## config.mk

```make
export PLATFORM = sky130hd
export DESIGN_NAME = instr_sequencer
export DESIGN_NICKNAME = d
export VERILOG_FILES = /design/src/rtl/instr_sequencer.sv
export SDC_FILE = /design/constraint.sdc
export NUM_CORES = 1
export LEC_CHECK = 0
export BUFFER_PORTS_ARGS = -buffer_cell sky130_fd_sc_hd__buf_2
export CORE_AREA = 2 2 39 41
export CTS_BUF_LIST = sky130_fd_sc_hd__clkbuf_4 sky130_fd_sc_hd__clkbuf_8 sky130_fd_sc_hd__clkbuf_16
export CTS_CLUSTER_SIZE = 25
export DETAILED_ROUTE_END_ITERATION = 6
export DIE_AREA = 0 0 41 43
export PLACE_DENSITY = 0.6
export SETUP_SLACK_MARGIN = 0.5
export SYNTH_ARGS = -nofsm -noshare
export SYNTH_HDL_FRONTEND = slang
export SYNTH_SLANG_ARGS = --single-unit
```

## constraint.sdc

```tcl
create_clock -name clk -period 1.3 [get_ports clk]
set_input_delay 0.26 -clock clk [delete_from_list [all_inputs] [get_ports clk]]
set_output_delay 0.26 -clock clk [all_outputs]
set_load 0.01 [all_outputs]
```

## src/rtl/instr_sequencer.sv

```systemverilog
// rtl/instr_sequencer.sv - multi-cycle fetch/decode/execute/mem/writeback control FSM
// Optional perf counters (cycle_count, retired_count) under `SEQ_PERF_COUNT_EN.
module instr_sequencer #(
  parameter int OPCODE_SIZE = 4
`ifdef SEQ_PERF_COUNT_EN
  , parameter int PERF_CNT_WIDTH = 16
`endif
) (
  input  logic                   clk,
  input  logic                   rst_n,
  input  logic [OPCODE_SIZE-1:0] opcode,
  input  logic                   is_alu_operation,
  input  logic                   imem_ready,
  input  logic                   dmem_ready,
  input  logic                   zero_flag,
  output logic                   imem_req,
  output logic                   ir_load,
  output logic                   alu_enable,
  output logic                   dmem_req,
  output logic                   dmem_we,
  output logic                   reg_write,
  output logic                   wb_sel_mem,
  output logic                   pc_inc,
  output logic                   pc_load,
  output logic                   halted,
  output logic                   illegal_op
`ifdef SEQ_PERF_COUNT_EN
  , output logic [PERF_CNT_WIDTH-1:0] cycle_count
  , output logic [PERF_CNT_WIDTH-1:0] retired_count
`endif
);

  localparam logic [OPCODE_SIZE-1:0] OP_LOAD  = OPCODE_SIZE'(8);
  localparam logic [OPCODE_SIZE-1:0] OP_STORE = OPCODE_SIZE'(9);
  localparam logic [OPCODE_SIZE-1:0] OP_JUMP  = OPCODE_SIZE'(10);
  localparam logic [OPCODE_SIZE-1:0] OP_JUMPZ = OPCODE_SIZE'(11);
  localparam logic [OPCODE_SIZE-1:0] OP_HALT  = OPCODE_SIZE'(12);

  typedef enum logic [2:0] {
    S_FETCH, S_DECODE, S_EXECUTE, S_MEM, S_WRITEBACK, S_BRANCH, S_HALTED
  } state_t;

  state_t state_q, state_d;
  logic   illegal_q, illegal_d;

  always_ff @(posedge clk) begin
    if (!rst_n) begin
      state_q   <= S_FETCH;
      illegal_q <= 1'b0;
    end else begin
      state_q   <= state_d;
      illegal_q <= illegal_d;
    end
  end

  always_comb begin
    state_d   = state_q;
    illegal_d = illegal_q;
    case (state_q)
      S_FETCH: if (imem_ready) state_d = S_DECODE;
      S_DECODE: begin
        if (is_alu_operation)                           state_d = S_EXECUTE;
        else if (opcode == OP_LOAD || opcode == OP_STORE) state_d = S_MEM;
        else if (opcode == OP_JUMP || opcode == OP_JUMPZ) state_d = S_BRANCH;
        else begin
          state_d   = S_HALTED;
          illegal_d = (opcode != OP_HALT);
        end
      end
      S_EXECUTE: state_d = S_WRITEBACK;
      S_MEM: if (dmem_ready) state_d = (opcode == OP_STORE) ? S_FETCH : S_WRITEBACK;
      S_WRITEBACK: state_d = S_FETCH;
      S_BRANCH:    state_d = S_FETCH;
      S_HALTED:    state_d = S_HALTED;
      default:     state_d = S_FETCH;
    endcase
  end

  // Everything is forced low while reset is held, even before the first edge.
  always_comb begin
    imem_req   = 1'b0;
    ir_load    = 1'b0;
    alu_enable = 1'b0;
    dmem_req   = 1'b0;
    dmem_we    = 1'b0;
    reg_write  = 1'b0;
    wb_sel_mem = 1'b0;
    pc_inc     = 1'b0;
    pc_load    = 1'b0;
    halted     = 1'b0;
    illegal_op = 1'b0;
    if (rst_n) begin
      illegal_op = illegal_q;
      case (state_q)
        S_FETCH: begin
          imem_req = 1'b1;
          ir_load  = imem_ready;
          pc_inc   = imem_ready;
        end
        S_EXECUTE: alu_enable = 1'b1;
        S_MEM: begin
          dmem_req = 1'b1;
          dmem_we  = (opcode == OP_STORE);
        end
        S_WRITEBACK: begin
          reg_write  = 1'b1;
          wb_sel_mem = (opcode == OP_LOAD);
        end
        S_BRANCH: pc_load = (opcode == OP_JUMP) || (opcode == OP_JUMPZ && zero_flag);
        S_HALTED: halted = 1'b1;
        default: ;
      endcase
    end
  end

`ifdef SEQ_PERF_COUNT_EN
  logic [PERF_CNT_WIDTH-1:0] cycle_count_q, retired_count_q;
  logic                      retire;

  assign retire = (state_q == S_WRITEBACK) || (state_q == S_BRANCH) ||
                  (state_q == S_MEM && dmem_ready && opcode == OP_STORE);

  always_ff @(posedge clk) begin
    if (!rst_n) begin
      cycle_count_q   <= '0;
      retired_count_q <= '0;
    end else begin
      if (state_q != S_HALTED) cycle_count_q <= cycle_count_q + 1'b1;
      if (retire)              retired_count_q <= retired_count_q + 1'b1;
    end
  end

  assign cycle_count   = cycle_count_q;
  assign retired_count = retired_count_q;
`endif

endmodule

```

==> results of run 1 <==
## worst reg2reg max path: cells and delay by family (launching register included)
kind / cells / cell delay [ps]
compound gates: 1 / 190
buf+inv: 1 / 130
simple gates: 2 / 680
flops: 1 / 350
## through the flow
step	total power (W)	setup WS [ps]	hold slack [ps]	TNS, ps
2_1_floorplan	0.000227	12.5	396	0
3_3_place_gp	0.000287	-41.9	511	-99.8
3_5_place_dp	0.000289	-82.3	517	-167
4_1_cts	0.000495	-222	319	-1270
5_1_grt	0.000537	-284	343	-1820
6_report	0.000519	-241	317	-1330
## registers in the layout (all words and copies together) (netlist names)
name	flops
illegal_q	1
state_q	3
## final cells by class
cell class | count | area share (%)
Clock buffer | 3 | 2.75
Inverter | 3 | 1.38
Multi-Input combinational cell | 34 | 44.5
Sequential cell | 4 | 11.0
Tap cell | 16 | 2.45
Timing Repair Buffer | 39 | 37.9
## per-layer routing
layer / routed length [um] / up-vias / share of wire, %
met4: 31 / 0 / 2.4
met1: 528 / 235 / 41
met5: 0 / - / 0
met2: 652 / 24 / 51
met3: 74 / 4 / 5.7
li1: - / 243 / -
## placed cells by master (no fill, tap or decap), drive strengths merged, types with 2 or more instances in the layout
master	instances
nand2	3
nor4b	3
nor2	3
inv	3
and3	3
nor2b	3
nand3	2
clkbuf	3
dfxtp	4
buf	39
and2	3
## logic make-up after synthesis
group | share of synthesized area (%)
AO/OA/AOI/OAI | 16.7
buffers and inverters | 9.93
flip-flops | 22.7
AND/OR/NAND/NOR | 50.7
## how the worst max path moves through the flow
stage | to | slack [ps] | cells past startpoint | start
floorplan | illegal_q | 10 | 4 | state_q[0]
global placement | pc_load | -40 | 4 | state_q[1]
detailed placement | illegal_q | -80 | 3 | state_q[0]
CTS | wb_sel_mem | -220 | 4 | state_q[1]
global route | wb_sel_mem | -280 | 4 | state_q[1]
finish | wb_sel_mem | -240 | 4 | state_q[1]
## power breakdown
group	internal [W]	leakage (nW)	switching [W]
Clock	0.000104	0.0138	0.0000577
Combinational	0.000126	0.337	0.0000852
Sequential	0.000132	0.0350	0.0000139
Total	0.000362	0.386	0.000157
## what timing repair did
item                                    4_1_cts  5_1_grt
gates resized for setup                      23        9
endpoints found under the setup margin       15       15
pin swaps                                     9        6
setup buffers                                 6        1
==> metrics.cfg, run 1 <==
[run_status]
status=complete, but fails checks
violations=negative setup slack

[hold_path]
hold_depth=3
min_to=state_q[0]
holdCritStartpoint=dmem_ready
hp-class=in -> reg

[die]
initial_core_util_pct=25.5
coreArea_sq_um=1380
io_pins=21
fp.dieW_um=41
rows=14
die_y_um=43
die_area_sq_um=1760

[setup_path]
reg2reg_depth=4
cpPeakStageDelay_ps=350
cp.required_ps=1040
end_kind=primary output
rrSetupSlack_ps=-100
cp_data_arrival_time_ps=1280
cp-start-kind=flop
worstPathCellList=and2b_2 -> and2_4 -> nor4b_4 -> buf_2
reg2reg_to=illegal_q
critPathBufInv=1
cp_top_family=simple AND/OR/NAND/NOR gates
rr_startpoint=state_q[1]
crit_type=reg -> out
slowest_stage=dfxtp_4
path_max_fanout=5

[grt]
busiest_layer=met2
met3_usage_pct=3.14
grt_max_degree=7
antenna_found_initial=0
grt_util_met1_pct=19.2
grt_pass1_wl_um=1910
overflow=0
gr-usage-met2_pct=25.0
grt_use_total_pct=15.6
grt_pass1_vias=466

[clock_tree]
holdBufCountCts=0
htree_num_levels=1
cts_buffer_depth=2
worst_skew_pair.late_latency_ps=240
cts_tree=done
cts_root_buffer=clkbuf_4
cts.clk_slew.worst_paths_ps=40
cts_made_buffers=3
clkSinkCount=4

[power]
peakVddDrop_mv=0.335
power_leakage_nw=0.386
pwr_density_cell_nw_per_um2=634

[cells_and_area]
drive_gt1_share_pct=81.9
fin_nets=95
diodes=0
multi_input_area_sq_um=364
fin_cells=99
regArea_sq_um=90.1
design_area_sq_um=818
fin_util_pct=59.1
n_fill_cell=122
synthToLayoutAreaGrowth_pct=132

[placed_design]
place_area_sq_um=598
hpwl_um=862
routabilityCongestion=0.799
dp.cells=89
io_buffers=20

[detailed_routing]
drc=0
wire_per_inst_um=13.0
avgViaCountPerCell=5.11
finalWirelength_um=1290
first_pass_iters=4
drt_iter0_markers=4
drtAntennaViolNets=0
via_count=506

[yosys]
yosysWarningCount=0
yosysSeqAreaShare_pct=22.7
synth_area_leaders=dfxtp_1 (23%), nor4b_1 (7.4%), and2_1 (5.3%), nor2b_1 (5.3%), or4b_4 (3.9%)
yosysTopAreaCell=dfxtp_1
yosysUniqueCellTypes=27
synth_edf_count=0
netlist_area_sq_um=353
async_reset_ff_share_pct=0
syn_nets=54
ys.flop_type=dfxtp_1
syn_avg_cell_area_sq_um=8.02
synth_cells=44
synthMostInstantiatedCell=dfxtp_1
synth_top_cell_area_share_pct=22.7
ys_ff_latch=4

[sta]
setup_slack_ps=-241
tightest_slew_ps=325
min_period_over_period_pct=119
setup_viol=12
finClkSkew_ps=3.40
fin_crit_ps=1540
hold_viol=0
fmax_mhz=649
rsz0062_at_grt=true
slew_headroom_pct=78.2
slew_viol_final=0

[job]
maxCapViolCount=0

Power figures use the tool's default switching activity.
==> run 2: changes to the inputs <==
--- a/config.mk
+++ b/config.mk
@@ -12,7 +12,7 @@
 export DETAILED_ROUTE_END_ITERATION = 6
 export DIE_AREA = 0 0 41 43
 export PLACE_DENSITY = 0.6
-export SETUP_SLACK_MARGIN = 0.5
+export SETUP_SLACK_MARGIN = 0.4
 export SYNTH_ARGS = -nofsm -noshare
 export SYNTH_HDL_FRONTEND = slang
 export SYNTH_SLANG_ARGS = --single-unit
==> constraint.sdc (replaced) <==
create_clock -name clk -period 1.3 [get_ports clk]
set_input_delay 0.325 -clock clk [delete_from_list [all_inputs] [get_ports clk]]
set_output_delay 0.325 -clock clk [all_outputs]
set_load 0.01 [all_outputs]
==> metrics.cfg, run 2 (synthesis gave the netlist of run 1 again) <==
[sta]
setup_tns_ps=-2470  ; -1140 ps
rsz0062_at_grt=true
min_period_over_period_pct=123  ; +4.6 points
setup_slack_ps=-300  ; -59.5 ps
slew_viol_final=0  ; unchanged
finClkSkew_ps=0.103  ; -3.30 ps
fmax_mhz=625  ; -3.7%
setup_viol=12  ; unchanged
fin_crit_ps=1600  ; +59.5 ps
tightest_slew_ps=300  ; -25.0 ps
holdWs_ps=382  ; +65.1 ps
slew_headroom_pct=79.7  ; +1.4 points
hold_viol=0  ; unchanged

[die]
die_y_um=43  ; unchanged
die_area_sq_um=1760  ; unchanged
coreArea_sq_um=1380  ; unchanged
rows=14  ; unchanged
io_pins=21  ; unchanged
initial_core_util_pct=25.5  ; unchanged
fp.dieW_um=41  ; unchanged

[detailed_routing]
via_count=508  ; +0.40%
drtAntennaViolNets=0  ; unchanged
wire_per_inst_um=11.3  ; -13%
finalWirelength_um=1140  ; -12%
drc=0  ; unchanged
first_pass_iters=4  ; unchanged
avgViaCountPerCell=5.03  ; -1.6%
drt_iter0_markers=9  ; +5

[placed_design]
routabilityCongestion=0.787  ; -1.6%
io_buffers=20  ; unchanged
hpwl_um=864  ; +0.16%
place_area_sq_um=653  ; +9.2%

[grt]
grt_max_degree=7  ; unchanged
grt_use_total_pct=16.5  ; +0.90 points
overflow=0  ; unchanged
grt_pass1_wl_um=1970  ; +2.9%
grt_pass1_vias=484  ; +3.9%
antenna_found_initial=0  ; unchanged

[clock_tree]
clkSinkCount=4  ; unchanged
cts_made_buffers=3  ; unchanged
worst_skew_pair.late_latency_ps=230  ; about the same
cts.clk_slew.worst_paths_ps=40  ; about the same
htree_num_levels=1  ; unchanged
cts_buffer_depth=2  ; unchanged
cts_tree=done
cts_root_buffer=clkbuf_4

[cells_and_area]
final_common_cell=buf_4
layout_common_cells=buf_4 (16), buf_2 (14), buf_6 (10)
largest-register=state_q
n_fill_cell=121  ; -0.82%
synthToLayoutAreaGrowth_pct=130
multi_input_area_sq_um=347  ; -4.8%
drive_gt1_share_pct=83.5  ; +1.6 points
regArea_sq_um=87.6  ; -2.8%
largest_register_ffs=3  ; unchanged
fin_nets=97  ; +2.1%
design_area_sq_um=811  ; -0.92%
top_regs=state_q: 3 flops, illegal_q: 1 flops
diodes=0  ; unchanged

[setup_path]
crit_type=reg -> out
cp.required_ps=980  ; -60 ps
path_max_fanout=6  ; +1
cp-start-kind=flop
end_kind=primary output
cp_data_arrival_time_ps=1280  ; about the same

[hold_path]
hp-class=in -> reg

[run_status]
status=complete, but fails checks
violations=negative setup slack

[power]
power_leakage_nw=0.385  ; -0.32%
pwr_density_cell_nw_per_um2=620  ; -2.2%
peakVddDrop_mv=0.255  ; -24%

[job]
maxCapViolCount=0  ; unchanged

## run 2: cell types whose count changed in the layout (fill, tap and decap cells not counted), sizes merged
| cell | change |
|---|---|
| buf | +2 |
## run 2: timing repair
action                                  CTS  global route
hold buffers                              0             0
resized for setup                        21             5
endpoints found under the setup margin   15            15
pin swaps                                 6             5
setup buffers                             4             1
## run 2: path summary, 6_finish.rpt
path                    from    endpoint  slack (ps)  cells past startpoint
hold / removal    dmem_ready  state_q[0]         380                      3
hold reg to reg    illegal_q   illegal_q         510                      1
setup / recovery  state_q[2]     dmem_we        -300                      4
setup reg to reg  state_q[0]   illegal_q        -150                      4
## run 2: report_power, final
group          internal (W)  switching [W]  leakage [nW]
sequential         0.000133     0.00000873        0.0347
combinational      0.000125      0.0000858         0.336
clock              0.000103      0.0000475        0.0138
## run 2: layout make-up
cell class | instances | share of cell area (%)
multi-input combinational | 34 | 42.7
inverter | 3 | 1.39
clock buffer | 3 | 2.78
timing repair buffer | 41 | 39.8
sequential | 4 | 10.8
tap | 16 | 2.47
## run 2: metal layers
metal | up-vias | routed length, um | global-route usage [%]
met1 | 237 | 439 | 19.6
met2 | 23 | 603 | 25.0
met4 | 0 | 17 | 10.7
met3 | 4 | 76 | 4.19
li1 | 244 | - | -
met5 | - | 0 | 0
## run 2: stage by stage
stage                     instances  util [%]  setup WS [ps]  power [W]
after floorplan                  44         -          -27.5   0.000237
after global placement           93      47.2           -145   0.000306
after detailed placement         93      47.2           -164   0.000308
after CTS                       100      56.5           -287   0.000497
after global routing            101      58.6           -349   0.000539
final                           101      58.6           -300   0.000502
## run 2: critical path: stages, from the launching register on
cell	delay (ps)
dfxtp_4	350
buf_6	120
nor3_4	210
and4bb_2	260
buf_6	100
==> run 3: changes to the inputs <==
--- a/config.mk
+++ b/config.mk
@@ -5,13 +5,13 @@
 export SDC_FILE = /design/constraint.sdc
 export NUM_CORES = 1
 export LEC_CHECK = 0
-export BUFFER_PORTS_ARGS = -buffer_cell sky130_fd_sc_hd__buf_2
 export CORE_AREA = 2 2 39 41
 export CTS_BUF_LIST = sky130_fd_sc_hd__clkbuf_4 sky130_fd_sc_hd__clkbuf_8 sky130_fd_sc_hd__clkbuf_16
 export CTS_CLUSTER_SIZE = 25
 export DETAILED_ROUTE_END_ITERATION = 6
 export DIE_AREA = 0 0 41 43
-export PLACE_DENSITY = 0.6
+export DONT_BUFFER_PORTS = 1
+export PLACE_DENSITY = 0.46
 export SETUP_SLACK_MARGIN = 0.4
 export SYNTH_ARGS = -nofsm -noshare
 export SYNTH_HDL_FRONTEND = slang
==> metrics.cfg, run 3 (synthesis gave the netlist of run 1 again) <==
[run_status]
status=complete, but fails checks
violations=negative setup slack

[detailed_routing]
drt_iter0_markers=6  ; -3
wire_per_inst_um=15.5  ; +38%
drc=0  ; unchanged
via_count=424  ; -17%
avgViaCountPerCell=5.30  ; +5.4%
finalWirelength_um=1240  ; +9.3%
first_pass_iters=4  ; unchanged
drtAntennaViolNets=0  ; unchanged

[sta]
fin_crit_ps=1520  ; -79.2 ps
min_period_over_period_pct=117  ; -6.1 points
hold_viol=0  ; unchanged
fmax_mhz=657  ; +5.2%
rsz0062_at_grt=true
setup_viol=12  ; unchanged
tightest_slew_ps=269  ; -31.7 ps
finClkSkew_ps=2.41  ; +2.31 ps
slew_headroom_pct=82.0  ; +2.3 points
setup_slack_ps=-221  ; +79.2 ps
slew_viol_final=0  ; unchanged

[setup_path]
cp-startpoint=state_q[0]
rr_startpoint=state_q[1]
cp_data_arrival_time_ps=1200  ; -80 ps
path_max_fanout=3  ; -3
cp.required_ps=980  ; about the same
end_kind=primary output
crit_type=reg -> out
cp-start-kind=flop

[power]
finalPower_w=0.000472  ; -6.0%
comb_power_share_pct=37.6  ; -4.3 points
sequentialPowerShare_pct=29.8  ; +1.6 points
p_sw_w=0.000133  ; -6.7%
p_int_w=0.000340  ; -5.8%
pwr_density_cell_nw_per_um2=686  ; +11%
peakVddDrop_mv=0.223  ; -13%
swShare_pct=28.1  ; -0.20 points
power_leakage_nw=0.291  ; -24%
p_clk_share_pct=32.6  ; +2.6 points

[grt]
antenna_found_initial=0  ; unchanged
grt_pass1_wl_um=1900  ; -3.5%
grt_pass1_vias=450  ; -7.0%
grt_use_total_pct=15.8  ; -0.77 points
overflow=0  ; unchanged
grt_max_degree=9  ; +2

[clock_tree]
htree_num_levels=1  ; unchanged
holdBufCountCts=0  ; unchanged
cts_buffer_depth=2  ; unchanged
worst_skew_pair.late_latency_ps=230  ; about the same
cts_made_buffers=3  ; unchanged
cts_root_buffer=clkbuf_4
cts_tree=done
clkSinkCount=4  ; unchanged
cts.clk_slew.worst_paths_ps=40  ; about the same

[cells_and_area]
fin_util_pct=49.7  ; -8.9 points
largest_register_ffs=3  ; unchanged
largest-register=state_q
fin_nets=76  ; -22%
diodes=0  ; unchanged
drive_gt1_share_pct=78.1  ; -5.4 points
top_regs=state_q: 3 flops, illegal_q: 1 flops
final_common_cell=buf_4
n_fill_cell=131  ; +8.3%
synthToLayoutAreaGrowth_pct=95.0
layout_common_cells=buf_4 (13), buf_6 (7)

[die]
initial_core_util_pct=25.5  ; unchanged
coreArea_sq_um=1380  ; unchanged
io_pins=21  ; unchanged
die_y_um=43  ; unchanged
fp.dieW_um=41  ; unchanged
rows=14  ; unchanged
die_area_sq_um=1760  ; unchanged

[hold_path]
holdCritStartpoint=rst_n
hp-class=in -> reg

[placed_design]
io_buffers=0  ; -100%
routabilityCongestion=0.826  ; +5.1%
hpwl_um=827  ; -4.2%

[job]
maxCapViolCount=0  ; unchanged

[run 3: timing repair]
action,CTS,global route
setup endpoints to repair,15,15
pin swaps,7,7
setup buffers,6,4
gates resized for setup,17,6
[run 3: layout make-up]
class	count	area [sq um]	area share [%]
Clock buffer	3	22.5	3.27
Timing Repair Buffer	20	176	25.6
Tap cell	16	20.0	2.91
Multi-Input combinational cell	34	368	53.5
Sequential cell	4	90.1	13.1
Inverter	3	11.3	1.64
[run 3: power by group through the flow]
| stage | clock, W | sequential, W | combinational [W] |
|---|---|---|---|
| floorplan | 0 | 0.000140 | 0.0000962 |
| finish | 0.000154 | 0.000141 | 0.000177 |
| detailed placement | 0 | 0.000144 | 0.000117 |
| global route | 0.000171 | 0.000142 | 0.000189 |
| global placement | 0 | 0.000144 | 0.000116 |
| CTS | 0.000159 | 0.000141 | 0.000154 |
[run 3: critical path, cell delays in order, from the launching register on]
cell	delay [ps]
dfxtp_4	340
buf_6	120
nor2b_4	120
and2_4	150
nor4b_4	240
[run 3: stage by stage]
step / std cells / hold WS [ps] / setup WS (ps) / TNS (ps) / instance area (sq um)
2_1_floorplan: 44 / 461 / -27.5 / -84.0 / 449
3_3_place_gp: 67 / 463 / -22.8 / -40.0 / 508
3_5_place_dp: 67 / 472 / -46.4 / -77.1 / 508
4_1_cts: 76 / 220 / -228 / -1590 / 634
5_1_grt: 80 / 211 / -271 / -2450 / 688
6_report: 80 / 222 / -221 / -1910 / 688
[run 3: final timing paths]
path / end / slack (ps) / depth (start not counted)
hold / removal: illegal_q / 220 / 1
setup reg to reg: illegal_q / -180 / 4
hold reg to reg: illegal_q / 610 / 2
setup / recovery: wb_sel_mem / -220 / 4
[run 3: per-layer routing]
layer / GRT usage, % / vias up / routed length, um
li1: - / 201 / -
met5: 0 / - / 0
met3: 4.71 / 0 / 130
met1: 18.7 / 201 / 464
met4: 10.0 / 0 / 0
met2: 23.4 / 22 / 649
